File: config.mk
export PLATFORM = sky130hd
export DESIGN_NAME = mult_arbiter
export DESIGN_NICKNAME = d
export VERILOG_FILES = /design/src/rtl/mult_arbiter.sv
export SDC_FILE = /design/constraint.sdc
export NUM_CORES = 1
export LEC_CHECK = 0
export CAP_MARGIN = 20
export CELL_PAD_IN_SITES_DETAIL_PLACEMENT = 0
export CELL_PAD_IN_SITES_GLOBAL_PLACEMENT = 1
export CORE_MARGIN = 2
export CORE_UTILIZATION = 42
export CTS_CLUSTER_DIAMETER = 50
export DETAILED_ROUTE_END_ITERATION = 6
export PLACE_DENSITY = 0.95
export SETUP_SLACK_MARGIN = 0.3
export SLEW_MARGIN = 5
export SYNTH_ARGS = -nofsm -noshare
export SYNTH_HDL_FRONTEND = slang
export SYNTH_SLANG_ARGS = --single-unit
File: constraint.sdc
create_clock -name clk -period 17.3 [get_ports clk]
set_clock_uncertainty 0.1 [all_clocks]
set_input_delay 4.325 -clock clk [delete_from_list [all_inputs] [get_ports clk]]
set_output_delay 4.325 -clock clk [all_outputs]
set_load 0.005 [all_outputs]
File: src/rtl/mult_arbiter.sv
// -----------------------------------------------------------------------------
// mult_arbiter
//
// Shares one signed multiplier among NUM_REQ requesters. A round-robin
// arbiter grants at most one operand pair per cycle. The pair is captured in
// an operand register (S1) that feeds the multiplier. An optional result
// register (S2) follows the multiplier. Products leave in grant order on a
// single valid/ready response port, tagged with the issuing requester's index.
//
// Configuration macro: MULT_ARB_OUT_REG_EN
//   defined   : S2 result register present, request-to-response latency 2,
//               up to 2 products in flight, multiplier output registered.
//   undefined : no S2, rsp_c is the multiplier output driven from S1,
//               latency 1, at most 1 product in flight.
//
// Parameters:
//   BITWIDTH  operand width (signed two's complement)
//   NUM_REQ   number of requesters (2..16)
//   ID_WIDTH  width of rsp_id, at least clog2(NUM_REQ)
//
// Ports:
//   clk        clock, all state updates on the rising edge
//   rst_n      asynchronous active-low reset
//   req_valid  per-requester operand-pair valid
//   req_ready  per-requester grant, one-hot or zero (combinational)
//   req_a      packed operand A, requester i at [i*BITWIDTH +: BITWIDTH]
//   req_b      packed operand B, same packing
//   rsp_valid  product presented
//   rsp_ready  consumer accepts the presented product
//   rsp_c      signed full-precision product
//   rsp_id     index of the requester that issued the operands
//   busy       some pipeline stage holds a product
//   op_count   completed response handshakes, wraps at 16 bits
// -----------------------------------------------------------------------------

// Shared signed multiplier: full-precision product, cannot overflow.
module mult_arbiter_mult #(
  parameter int unsigned W = 8
) (
  input  logic signed [W-1:0]   a_i,
  input  logic signed [W-1:0]   b_i,
  output logic signed [2*W-1:0] c_o
);

  // Both operands are sign-extended to the product width before multiplying.
  assign c_o = (2*W)'(a_i) * (2*W)'(b_i);

endmodule

module mult_arbiter #(
  parameter int unsigned BITWIDTH = 8,
  parameter int unsigned NUM_REQ  = 4,
  parameter int unsigned ID_WIDTH = 2
) (
  input  logic                         clk,
  input  logic                         rst_n,
  input  logic [NUM_REQ-1:0]           req_valid,
  output logic [NUM_REQ-1:0]           req_ready,
  input  logic [NUM_REQ*BITWIDTH-1:0]  req_a,
  input  logic [NUM_REQ*BITWIDTH-1:0]  req_b,
  output logic                         rsp_valid,
  input  logic                         rsp_ready,
  output logic [2*BITWIDTH-1:0]        rsp_c,
  output logic [ID_WIDTH-1:0]          rsp_id,
  output logic                         busy,
  output logic [15:0]                  op_count
);

  // ---------------------------------------------------------------------------
  // State
  // ---------------------------------------------------------------------------
  logic                         active_q;
  logic                         s1_valid_q, s1_valid_d;
  logic [BITWIDTH-1:0]          s1_a_q, s1_a_d;
  logic [BITWIDTH-1:0]          s1_b_q, s1_b_d;
  logic [ID_WIDTH-1:0]          s1_id_q, s1_id_d;
  logic [ID_WIDTH-1:0]          rr_ptr_q, rr_ptr_d;
  logic [15:0]                  op_count_q, op_count_d;

  // ---------------------------------------------------------------------------
  // Combinational signals
  // ---------------------------------------------------------------------------
  logic signed [2*BITWIDTH-1:0] mult_c;
  logic                         s1_free;
  logic [NUM_REQ-1:0]           valid_rot;
  logic [NUM_REQ-1:0]           oh_rot;
  logic [2*NUM_REQ-1:0]         oh_dbl;
  logic [NUM_REQ-1:0]           grant_oh;
  logic [ID_WIDTH-1:0]          grant_id;
  logic [BITWIDTH-1:0]          grant_a;
  logic [BITWIDTH-1:0]          grant_b;
  logic                         handshake;
  logic                         rsp_fire;

  // ---------------------------------------------------------------------------
  // Shared multiplier, always driven from the operand register
  // ---------------------------------------------------------------------------
  mult_arbiter_mult #(
    .W (BITWIDTH)
  ) u_mult (
    .a_i (s1_a_q),
    .b_i (s1_b_q),
    .c_o (mult_c)
  );

  // ---------------------------------------------------------------------------
  // Round-robin arbiter
  //
  // The request vector is rotated right by rr_ptr so that the requester at the
  // pointer lands on bit 0; a fixed lowest-index priority pick on the rotated
  // vector then gives "first valid at or after rr_ptr". The one-hot pick is
  // rotated back by shifting left in a double-width vector and folding.
  // ---------------------------------------------------------------------------
  // NOTE: every signal written in an always_comb gets a default at the top of
  // the block, so no path can leave it unassigned and infer a latch.
  always_comb begin
    valid_rot = NUM_REQ'({req_valid, req_valid} >> rr_ptr_q);
    oh_rot    = '0;
    // Descending scan: the last hit written is the lowest set index.
    for (int k = NUM_REQ - 1; k >= 0; k--) begin
      if (valid_rot[k]) begin
        oh_rot    = '0;
        oh_rot[k] = 1'b1;
      end
    end
    oh_dbl   = {{NUM_REQ{1'b0}}, oh_rot} << rr_ptr_q;
    grant_oh = oh_dbl[NUM_REQ-1:0] | oh_dbl[2*NUM_REQ-1:NUM_REQ];
  end

  // Index and operands of the granted requester. Only the granted lane's
  // operands reach the mux output; other lanes are never observed.
  always_comb begin
    grant_id = '0;
    grant_a  = '0;
    grant_b  = '0;
    for (int i = 0; i < NUM_REQ; i++) begin
      if (grant_oh[i]) begin
        grant_id = ID_WIDTH'(i);
        grant_a  = req_a[i*BITWIDTH +: BITWIDTH];
        grant_b  = req_b[i*BITWIDTH +: BITWIDTH];
      end
    end
  end

  // Grants are withheld while reset is asserted and in the first cycle after
  // release, via active_q, so req_ready is 0 during reset even with requests
  // pending.
  assign req_ready = (s1_free && active_q) ? grant_oh : '0;
  assign handshake = |req_ready;

  // ---------------------------------------------------------------------------
  // Output stage and S1 flow control
  // ---------------------------------------------------------------------------
`ifdef MULT_ARB_OUT_REG_EN

  logic                         s2_valid_q, s2_valid_d;
  logic [2*BITWIDTH-1:0]        s2_c_q, s2_c_d;
  logic [ID_WIDTH-1:0]          s2_id_q, s2_id_d;
  logic                         s2_free;

  assign s2_free = !s2_valid_q || rsp_ready;
  assign s1_free = !s1_valid_q || s2_free;

  // S2 follows S1 whenever it can accept. Data is only captured from a valid
  // S1 so the result register holds its last product while idle.
  always_comb begin
    s2_valid_d = s2_valid_q;
    s2_c_d     = s2_c_q;
    s2_id_d    = s2_id_q;
    if (s2_free) begin
      s2_valid_d = s1_valid_q;
      if (s1_valid_q) begin
        s2_c_d  = mult_c;
        s2_id_d = s1_id_q;
      end
    end
  end

  always_ff @(posedge clk or negedge rst_n) begin
    if (!rst_n) begin
      s2_valid_q <= 1'b0;
      s2_c_q     <= '0;
      s2_id_q    <= '0;
    end else begin
      s2_valid_q <= s2_valid_d;
      s2_c_q     <= s2_c_d;
      s2_id_q    <= s2_id_d;
    end
  end

  assign rsp_valid = s2_valid_q;
  assign rsp_c     = s2_c_q;
  assign rsp_id    = s2_id_q;
  assign busy      = s1_valid_q || s2_valid_q;

`else

  // S1 is the output stage: it can take a new pair when empty or when its
  // current product is being accepted in this same cycle.
  assign s1_free = !s1_valid_q || rsp_ready;

  assign rsp_valid = s1_valid_q;
  assign rsp_c     = mult_c;
  assign rsp_id    = s1_id_q;
  assign busy      = s1_valid_q;

`endif

  assign rsp_fire = rsp_valid && rsp_ready;
  assign op_count = op_count_q;

  // ---------------------------------------------------------------------------
  // Next-state logic: S1, round-robin pointer, completion counter
  // ---------------------------------------------------------------------------
  always_comb begin
    s1_valid_d = s1_valid_q;
    s1_a_d     = s1_a_q;
    s1_b_d     = s1_b_q;
    s1_id_d    = s1_id_q;
    rr_ptr_d   = rr_ptr_q;
    op_count_d = op_count_q;

    // When S1 can move, it either takes the granted pair or empties.
    if (s1_free) begin
      s1_valid_d = handshake;
    end

    if (handshake) begin
      s1_a_d   = grant_a;
      s1_b_d   = grant_b;
      s1_id_d  = grant_id;
      // Pointer moves just past the winner so it has lowest priority next.
      rr_ptr_d = (grant_id == ID_WIDTH'(NUM_REQ - 1)) ? '0
                                                      : grant_id + ID_WIDTH'(1);
    end

    if (rsp_fire) begin
      op_count_d = op_count_q + 16'd1;
    end
  end

  // NOTE: sequential state uses non-blocking assignments only, so every
  // register samples pre-edge values regardless of statement order.
  // NOTE: the operand/id registers are reset along with the valid bits because
  // rsp_c and rsp_id must read 0 straight out of reset, not just rsp_valid.
  always_ff @(posedge clk or negedge rst_n) begin
    if (!rst_n) begin
      active_q   <= 1'b0;
      s1_valid_q <= 1'b0;
      s1_a_q     <= '0;
      s1_b_q     <= '0;
      s1_id_q    <= '0;
      rr_ptr_q   <= '0;
      op_count_q <= '0;
    end else begin
      active_q   <= 1'b1;
      s1_valid_q <= s1_valid_d;
      s1_a_q     <= s1_a_d;
      s1_b_q     <= s1_b_d;
      s1_id_q    <= s1_id_d;
      rr_ptr_q   <= rr_ptr_d;
      op_count_q <= op_count_d;
    end
  end

endmodule

==> impl_results.html, run 1 <==
<table>
<tr><th>Metric</th><th>Value</th></tr>
<tr><th colspan="2">STA</th></tr>
<tr><td>Hold violation total from the final report</td><td>0</td></tr>
<tr><td>Count of endpoints failing setup in the final report</td><td>0</td></tr>
<tr><td>Tightest Pin Transition</td><td>0.8632 ns</td></tr>
<tr><td>Upper clock frequency limit</td><td>90.46 MHz</td></tr>
<tr><td>Worst rel slew slack</td><td>42.39%</td></tr>
<tr><td>Final slew viol count</td><td>0</td></tr>
<tr><td>Final period util</td><td>a little under two thirds</td></tr>
<tr><td>Sum Neg Setup Slack</td><td>0 ns</td></tr>
<tr><td>Setup repair after global routing missed its margin</td><td>no</td></tr>
<tr><td>Final critical path time including I/O delays and setup</td><td>around 11 ns</td></tr>
<tr><th colspan="2">Yosys</th></tr>
<tr><td>Yosys warns</td><td>0</td></tr>
<tr><td>Sequential area share after synthesis</td><td>20.73%</td></tr>
<tr><td>Cell types occupying the most area after synthesis</td><td>sky130_fd_sc_hd__fa_1 (24%), sky130_fd_sc_hd__dfrtp_1 (21%), sky130_fd_sc_hd__ha_1 (8.2%)</td></tr>
<tr><td>Average footprint of a synthesized cell</td><td>9.326 um2</td></tr>
<tr><td>Net Count, Synth</td><td>around 650</td></tr>
<tr><td>Number of enable flip-flop cells after synthesis</td><td>0</td></tr>
<tr><td>Synth Instances</td><td>492</td></tr>
<tr><td>Cell area after synthesis</td><td>4588 um2</td></tr>
<tr><td>Top flip-flop cell by instance count after synthesis</td><td>sky130_fd_sc_hd__dfrtp_1</td></tr>
<tr><td>Synth unique cells</td><td>47</td></tr>
<tr><td>Fraction of post-synthesis cell area in the top cell type by area</td><td>24.00%</td></tr>
<tr><td>Cell type contributing the most total cell area after synthesis</td><td>sky130_fd_sc_hd__fa_1</td></tr>
<tr><td>Fraction of registers with async set or reset after synthesis</td><td>100.0%</td></tr>
<tr><td>Synthesized flop and latch total</td><td>38</td></tr>
<tr><th colspan="2">Finish</th></tr>
<tr><td>Area added between synthesis and finish</td><td>28.91%</td></tr>
<tr><td>Commonest cells after routing, fill and taps aside</td><td>sky130_fd_sc_hd__clkdlybuf4s50_1 (109), sky130_fd_sc_hd__inv_1 (98), sky130_fd_sc_hd__fa_1 (55), sky130_fd_sc_hd__and2_1 (38), sky130_fd_sc_hd__dfrtp_1 (38)</td></tr>
<tr><td>Fraction of final layout cells sized beyond drive strength 1</td><td>around 4.2%</td></tr>
<tr><td>Final layout net count</td><td>752</td></tr>
<tr><td>Most common cell after layout, fill and taps aside</td><td>sky130_fd_sc_hd__clkdlybuf4s50_1</td></tr>
<tr><td>Antenna diode instance count</td><td>0</td></tr>
<tr><th colspan="2">Drt</th></tr>
<tr><td>Count of unresolved DRC violations after routing</td><td>0</td></tr>
<tr><td>Wire length reported by the detailed router</td><td>10930 um</td></tr>
<tr><td>Antenna-violating nets left</td><td>0</td></tr>
<tr><td>Average detailed-routed wire length per instance</td><td>14.82 um</td></tr>
<tr><td>Total via count in the routed design</td><td>3813</td></tr>
<tr><td>DR iter-0 viols</td><td>134</td></tr>
<tr><td>Number of detailed-route iterations in the first pass</td><td>4</td></tr>
<tr><td>Mean number of vias per cell</td><td>5.174</td></tr>
<tr><th colspan="2">Min path</th></tr>
<tr><td>Worst Hold End</td><td>op_count[15]</td></tr>
<tr><td>Type of the most critical hold path</td><td>reg2reg</td></tr>
<tr><td>Hold path depth</td><td>1</td></tr>
<tr><td>Hold Crit Start</td><td>op_count[15]</td></tr>
<tr><th colspan="2">CTS</th></tr>
<tr><td>Clock transition at the registers of the reported paths</td><td>0.09 ns</td></tr>
<tr><td>Setup Buffers After CTS</td><td>0</td></tr>
<tr><td>Clock insertion delay at the later pin of the skew report</td><td>0.29 ns</td></tr>
<tr><td>Clock sink total</td><td>38</td></tr>
<tr><td>CTS tree</td><td>done</td></tr>
<tr><td>CTS H-tree lvls</td><td>2</td></tr>
<tr><td>Number of clock buffers inserted by TritonCTS</td><td>5</td></tr>
<tr><td>Count of cells resized by post-cts repair</td><td>0</td></tr>
<tr><td>Total of hold buffers inserted after clock tree synthesis</td><td>0</td></tr>
<tr><td>Clock Tree Root</td><td>sky130_fd_sc_hd__clkbuf_8</td></tr>
<tr><td>Clock buffer depth</td><td>2</td></tr>
<tr><th colspan="2">Worst setup path</th></tr>
<tr><td>Startpoint of the most critical register-to-register path</td><td>rr_ptr_q[1]</td></tr>
<tr><td>Worst reg2reg endpoint</td><td>s1_a_q[2]</td></tr>
<tr><td>CP Class</td><td>in2out</td></tr>
<tr><td>Critical path fanouts, max</td><td>19</td></tr>
<tr><td>Worst Setup Start Kind</td><td>primary input</td></tr>
<tr><td>Flop-to-flop setup slack</td><td>roughly 14 ns</td></tr>
<tr><td>Worst Path Required</td><td>12.88 ns</td></tr>
<tr><td>Reg2Reg Depth</td><td>6</td></tr>
<tr><td>Nature of the critical path endpoint</td><td>output pin</td></tr>
<tr><td>Data arrival at the endpoint of the critical path</td><td>6.63 ns</td></tr>
<tr><th colspan="2">Die</th></tr>
<tr><td>Die X-Extent</td><td>108.5 um</td></tr>
<tr><td>Vertical die dimension</td><td>108.5 um</td></tr>
<tr><td>Number of standard-cell rows in the floorplan</td><td>38</td></tr>
<tr><td>Initial Utilization</td><td>42.70%</td></tr>
<tr><td>I/O Pins</td><td>111</td></tr>
<tr><td>CORE AREA</td><td>about 11000 um2</td></tr>
<tr><td>Die area</td><td>11780 um2</td></tr>
<tr><th colspan="2">Placed design</th></tr>
<tr><td>Count of buffers inserted at the top-level ports</td><td>110</td></tr>
<tr><td>RD Place Congestion</td><td>0.8533</td></tr>
<tr><td>DP Wirelength</td><td>9222 um</td></tr>
<tr><th colspan="2">Global routing</th></tr>
<tr><td>Initial antenna violation count</td><td>0</td></tr>
<tr><td>Global-route usage over all layers</td><td>19.76%</td></tr>
<tr><td>Largest net degree at the start of global routing</td><td>39</td></tr>
<tr><td>Overflow left after global routing</td><td>0</td></tr>
<tr><td>Wire length of the first global-routing pass</td><td>18580 um</td></tr>
<tr><td>Vias in the first global route</td><td>4086</td></tr>
<tr><th colspan="2">Flow run</th></tr>
<tr><td>Reported max-cap violation count</td><td>0</td></tr>
<tr><th colspan="2">Status</th></tr>
<tr><td>Result of the run</td><td>finished, final reports clean</td></tr>
</table>
## registers in the layout (all words and copies together) (netlist names)
signal and cells:
active_q 1, busy 1, op_count 16, rr_ptr_q 2, rsp_id 2, s1_a_q 8
s1_b_q 8
## how the worst max path moves through the flow
stage / startpoint / endpoint / slack, ns / cells after the start
floorplan: req_valid[1] / req_ready[3] / 7.67 / 4
CTS: req_valid[2] / req_ready[3] / 5.98 / 6
global placement: req_valid[2] / req_ready[3] / 6.05 / 6
detailed placement: req_valid[2] / req_ready[3] / 5.98 / 6
global route: req_valid[3] / req_ready[1] / 6.09 / 5
finish: req_valid[3] / req_ready[1] / 6.25 / 5
## synthesized netlist by cell type, types with 4 or more instances
cell type / count
sky130_fd_sc_hd__o22ai_1: 17
sky130_fd_sc_hd__mux2_2: 6
sky130_fd_sc_hd__ha_1: 30
sky130_fd_sc_hd__xor2_1: 5
sky130_fd_sc_hd__nand2b_1: 5
sky130_fd_sc_hd__xnor2_1: 26
sky130_fd_sc_hd__a221o_1: 15
sky130_fd_sc_hd__nand4_1: 4
sky130_fd_sc_hd__fa_1: 55
sky130_fd_sc_hd__o21ai_0: 7
sky130_fd_sc_hd__buf_2: 4
sky130_fd_sc_hd__inv_1: 98
sky130_fd_sc_hd__mux2_1: 11
sky130_fd_sc_hd__a21o_1: 4
sky130_fd_sc_hd__clkbuf_1: 8
sky130_fd_sc_hd__and2_1: 38
sky130_fd_sc_hd__nand2_1: 31
sky130_fd_sc_hd__dfrtp_1: 38
sky130_fd_sc_hd__nor2_1: 22
sky130_fd_sc_hd__a21oi_1: 7
sky130_fd_sc_hd__nand3_1: 22
## per-stage QoR
| step | area [um2] | worst slack [ns] | hold WS [ns] | cells | util, % |
|---|---|---|---|---|---|
| after floorplan | 4588 | 7.670 | 0.3682 | 492 | - |
| after global placement | 5782 | 6.052 | 0.3675 | 727 | 53.81 |
| after detailed placement | 5793 | 5.975 | 0.3660 | 728 | 53.91 |
| after CTS | 5907 | 5.977 | 0.3779 | 736 | 54.97 |
| after global routing | 5914 | 6.093 | 0.3987 | 737 | 55.04 |
| final | 5914 | 6.246 | 0.3714 | 737 | 55.04 |
## worst max-delay path: stages
cell	delay (ns)
sky130_fd_sc_hd__clkdlybuf4s50_1	0.88
sky130_fd_sc_hd__nor2_1	0.17
sky130_fd_sc_hd__o221ai_2	0.70
sky130_fd_sc_hd__nor2_1	0.08
sky130_fd_sc_hd__clkdlybuf4s50_1	0.47
## cell type report
type	instances	area [um2]
inverters	99	371.6
well taps	140	175.2
multi-input cells	339	3181
repair buffers	113	1122
fillers	973	4831
flip-flops and latches	38	950.9
clock buffers	5	68.82
clock inverters	3	45.04
## cell families after synthesis
logic type               share of synthesized area, %
multiplexers                                    4.609
XOR/XNOR                                        5.918
buffers and inverters                           9.953
flip-flops                                      20.73
AND/OR/NAND/NOR                                 14.97
adder cells (fa/ha/maj)                         32.18
AO/OA/AOI/OAI                                   11.56
other                                         0.08173
## routing by layer
metal | global-route usage (%) | share of wire [%] | vias to the layer above
li1 | - | - | 1799
met1 | 21.85 | 39 | 1866
met2 | 35.63 | 50 | 122
met3 | 6.510 | 7.7 | 26
met4 | 6.410 | 2.7 | 0
met5 | 0 | 0 | -
Power of run 1 is not shown: default switching activity piles up to over one toggle a cycle in this logic, so the estimate is an artifact.
==> run 2: changes to the inputs <==
--- a/config.mk
+++ b/config.mk
@@ -9,10 +9,10 @@
 export CELL_PAD_IN_SITES_DETAIL_PLACEMENT = 0
 export CELL_PAD_IN_SITES_GLOBAL_PLACEMENT = 1
 export CORE_MARGIN = 2
-export CORE_UTILIZATION = 42
+export CORE_UTILIZATION = 39
 export CTS_CLUSTER_DIAMETER = 50
 export DETAILED_ROUTE_END_ITERATION = 6
-export PLACE_DENSITY = 0.95
+export PLACE_DENSITY = 0.89
 export SETUP_SLACK_MARGIN = 0.3
 export SLEW_MARGIN = 5
 export SYNTH_ARGS = -nofsm -noshare
==> constraint.sdc (replaced) <==
create_clock -name clk -period 10.6 [get_ports clk]
set_clock_uncertainty 0.1 [all_clocks]
set_input_delay 2.65 -clock clk [delete_from_list [all_inputs] [get_ports clk]]
set_output_delay 2.65 -clock clk [all_outputs]
set_load 0.005 [all_outputs]
==> impl_results.html, run 2 (same netlist as run 1, synthesis figures left out) <==
<table>
<tr><th>Metric</th><th>Value</th></tr>
<tr><th colspan="2">Worst setup path</th></tr>
<tr><td>Worst Setup Start Kind</td><td>flop</td></tr>
<tr><td>Data arrival at the endpoint of the critical path</td><td>5.17 ns</td></tr>
<tr><td>Nature of the critical path endpoint</td><td>output pin</td></tr>
<tr><td>Worst Path Required</td><td>7.85 ns</td></tr>
<tr><td>Critical path fanouts, max</td><td>9</td></tr>
<tr><td>Flop-to-flop setup slack</td><td>7.79 ns</td></tr>
<tr><td>CP Class</td><td>reg2out</td></tr>
<tr><td>Critical Path Source</td><td>s1_b_q[3]</td></tr>
<tr><td>Reg2Reg Depth</td><td>6</td></tr>
<tr><td>Startpoint of the most critical register-to-register path</td><td>rr_ptr_q[1]</td></tr>
<tr><td>Worst reg2reg endpoint</td><td>s1_a_q[3]</td></tr>
<tr><th colspan="2">CTS</th></tr>
<tr><td>Count of cells resized by post-cts repair</td><td>0</td></tr>
<tr><td>CTS H-tree lvls</td><td>2</td></tr>
<tr><td>Clock transition at the registers of the reported paths</td><td>0.06 ns</td></tr>
<tr><td>Total of hold buffers inserted after clock tree synthesis</td><td>0</td></tr>
<tr><td>Number of clock buffers inserted by TritonCTS</td><td>5</td></tr>
<tr><td>Clock buffer depth</td><td>2</td></tr>
<tr><td>Clock insertion delay at the later pin of the skew report</td><td>0.28 ns</td></tr>
<tr><td>Setup Buffers After CTS</td><td>0</td></tr>
<tr><td>Clock sink total</td><td>38</td></tr>
<tr><td>Clock Tree Root</td><td>sky130_fd_sc_hd__clkbuf_16</td></tr>
<tr><td>CTS tree</td><td>done</td></tr>
<tr><th colspan="2">STA</th></tr>
<tr><td>Setup repair after global routing missed its margin</td><td>no</td></tr>
<tr><td>Worst rel slew slack</td><td>39.24%</td></tr>
<tr><td>Hold violation total from the final report</td><td>0</td></tr>
<tr><td>Tightest Pin Transition</td><td>0.9114 ns</td></tr>
<tr><td>Final period util</td><td>between 70 and 80%</td></tr>
<tr><td>Final critical path time including I/O delays and setup</td><td>7.915 ns</td></tr>
<tr><td>Count of endpoints failing setup in the final report</td><td>0</td></tr>
<tr><td>Sum Neg Setup Slack</td><td>0 ns</td></tr>
<tr><td>Final slew viol count</td><td>0</td></tr>
<tr><td>Upper clock frequency limit</td><td>approximately 130 MHz</td></tr>
<tr><th colspan="2">Drt</th></tr>
<tr><td>Wire length reported by the detailed router</td><td>10880 um</td></tr>
<tr><td>Total via count in the routed design</td><td>3823</td></tr>
<tr><td>Number of detailed-route iterations in the first pass</td><td>4</td></tr>
<tr><td>Count of unresolved DRC violations after routing</td><td>0</td></tr>
<tr><td>Average detailed-routed wire length per instance</td><td>14.70 um</td></tr>
<tr><td>Mean number of vias per cell</td><td>approximately 5.2</td></tr>
<tr><td>Antenna-violating nets left</td><td>0</td></tr>
<tr><td>DR iter-0 viols</td><td>193</td></tr>
<tr><th colspan="2">Die</th></tr>
<tr><td>Die area</td><td>12650 um2</td></tr>
<tr><td>Vertical die dimension</td><td>112.5 um</td></tr>
<tr><td>Number of standard-cell rows in the floorplan</td><td>39</td></tr>
<tr><td>CORE AREA</td><td>11470 um2</td></tr>
<tr><td>Die X-Extent</td><td>112.5 um</td></tr>
<tr><td>Initial Utilization</td><td>between 40% and 50%</td></tr>
<tr><td>I/O Pins</td><td>approximately 110</td></tr>
<tr><th colspan="2">Placed design</th></tr>
<tr><td>DP Wirelength</td><td>9240 um</td></tr>
<tr><td>RD Place Congestion</td><td>between 0.8 and 0.9</td></tr>
<tr><td>Count of buffers inserted at the top-level ports</td><td>110</td></tr>
<tr><th colspan="2">Global routing</th></tr>
<tr><td>Vias in the first global route</td><td>4213</td></tr>
<tr><td>Overflow left after global routing</td><td>0</td></tr>
<tr><td>Initial antenna violation count</td><td>0</td></tr>
<tr><td>Largest net degree at the start of global routing</td><td>39</td></tr>
<tr><td>Global-route usage over all layers</td><td>a little under a fifth</td></tr>
<tr><td>Wire length of the first global-routing pass</td><td>19140 um</td></tr>
<tr><th colspan="2">Finish</th></tr>
<tr><td>Commonest cells after routing, fill and taps aside</td><td>sky130_fd_sc_hd__clkdlybuf4s50_1 (109), sky130_fd_sc_hd__inv_1 (98), sky130_fd_sc_hd__fa_1 (55), sky130_fd_sc_hd__and2_1 (38), sky130_fd_sc_hd__dfrtp_1 (38)</td></tr>
<tr><td>Area added between synthesis and finish</td><td>29.53%</td></tr>
<tr><td>Final layout net count</td><td>752</td></tr>
<tr><td>Antenna diode instance count</td><td>0</td></tr>
<tr><td>Largest register FFs</td><td>16</td></tr>
<tr><td>Most common cell after layout, fill and taps aside</td><td>sky130_fd_sc_hd__clkdlybuf4s50_1</td></tr>
<tr><td>Fraction of final layout cells sized beyond drive strength 1</td><td>4.020%</td></tr>
<tr><th colspan="2">Min path</th></tr>
<tr><td>Hold path depth</td><td>1</td></tr>
<tr><td>Hold Crit Start</td><td>op_count[15]</td></tr>
<tr><td>Type of the most critical hold path</td><td>reg2reg</td></tr>
<tr><td>Worst Hold End</td><td>op_count[15]</td></tr>
<tr><th colspan="2">Status</th></tr>
<tr><td>Result of the run</td><td>finished, final reports clean</td></tr>
<tr><th colspan="2">Flow run</th></tr>
<tr><td>Reported max-cap violation count</td><td>0</td></tr>
</table>
## run 2: cell count changes in the layout (fill, tap and decap cells not counted)
| cell | change |
|---|---|
| sky130_fd_sc_hd__clkbuf_16 | +5 |
| sky130_fd_sc_hd__clkbuf_8 | -5 |
| sky130_fd_sc_hd__clkinvlp_4 | -2 |
| sky130_fd_sc_hd__buf_4 | +1 |
| sky130_fd_sc_hd__buf_6 | -1 |
| sky130_fd_sc_hd__bufinv_16 | -1 |
| sky130_fd_sc_hd__clkbuf_1 | +1 |
| sky130_fd_sc_hd__clkinv_2 | +1 |
| sky130_fd_sc_hd__clkinv_4 | +1 |
## run 2: layer usage
layer	wire, um	part of all wire (%)	track usage, %
met1	4294	39	21.06
met2	5529	51	32.65
met3	787	7.2	5.400
met4	269	2.5	6.098
met5	0	0	0
## run 2: worst max-delay path by stage
stage                        end  slack, ns  depth (start not counted)
detailed placement  req_ready[3]       2.56                          6
global route           rsp_c[14]       2.40                         17
finish                 rsp_c[14]       2.68                         16
global placement    req_ready[3]       2.69                          6
CTS                 req_ready[3]       2.55                          6
floorplan              rsp_c[14]       3.69                         16
## run 2: area by class of cell
| class | count | area, um2 |
|---|---|---|
| fillers | 1042 | 5524 |
| multi-input cells | 339 | 3181 |
| repair buffers | 113 | 1119 |
| flip-flops and latches | 38 | 950.9 |
| inverters | 99 | 371.6 |
| well taps | 143 | 178.9 |
| clock buffers | 6 | 128.9 |
| clock inverters | 2 | 13.76 |
## run 2: through the flow
step	area (um2)	utilization (%)	cells	hold slack (ns)	worst slack, ns
2_1_floorplan	4588	-	492	0.3682	3.691
3_3_place_gp	5793	50.52	731	0.3731	2.689
3_5_place_dp	5793	50.52	731	0.3762	2.562
4_1_cts	5936	51.76	739	0.3930	2.555
5_1_grt	5943	51.83	740	0.4229	2.396
6_report	5943	51.83	740	0.3894	2.685
## run 2: critical path, cell delays in order (launching register included)
cell and delay (ns):
sky130_fd_sc_hd__dfrtp_1 0.47, sky130_fd_sc_hd__and2_1 0.25, sky130_fd_sc_hd__fa_1 0.56, sky130_fd_sc_hd__inv_1 0.15, sky130_fd_sc_hd__fa_1 0.55, sky130_fd_sc_hd__inv_1 0.06
sky130_fd_sc_hd__fa_1 0.52, sky130_fd_sc_hd__inv_1 0.05, sky130_fd_sc_hd__fa_1 0.53, sky130_fd_sc_hd__inv_1 0.04, sky130_fd_sc_hd__ha_1 0.37, sky130_fd_sc_hd__and3_1 0.20
sky130_fd_sc_hd__a21oi_1 0.15, sky130_fd_sc_hd__o211ai_1 0.12, sky130_fd_sc_hd__a21oi_1 0.20, sky130_fd_sc_hd__xnor2_1 0.13, sky130_fd_sc_hd__clkdlybuf4s50_1 0.51
Power of run 2 is left out for the same reason.
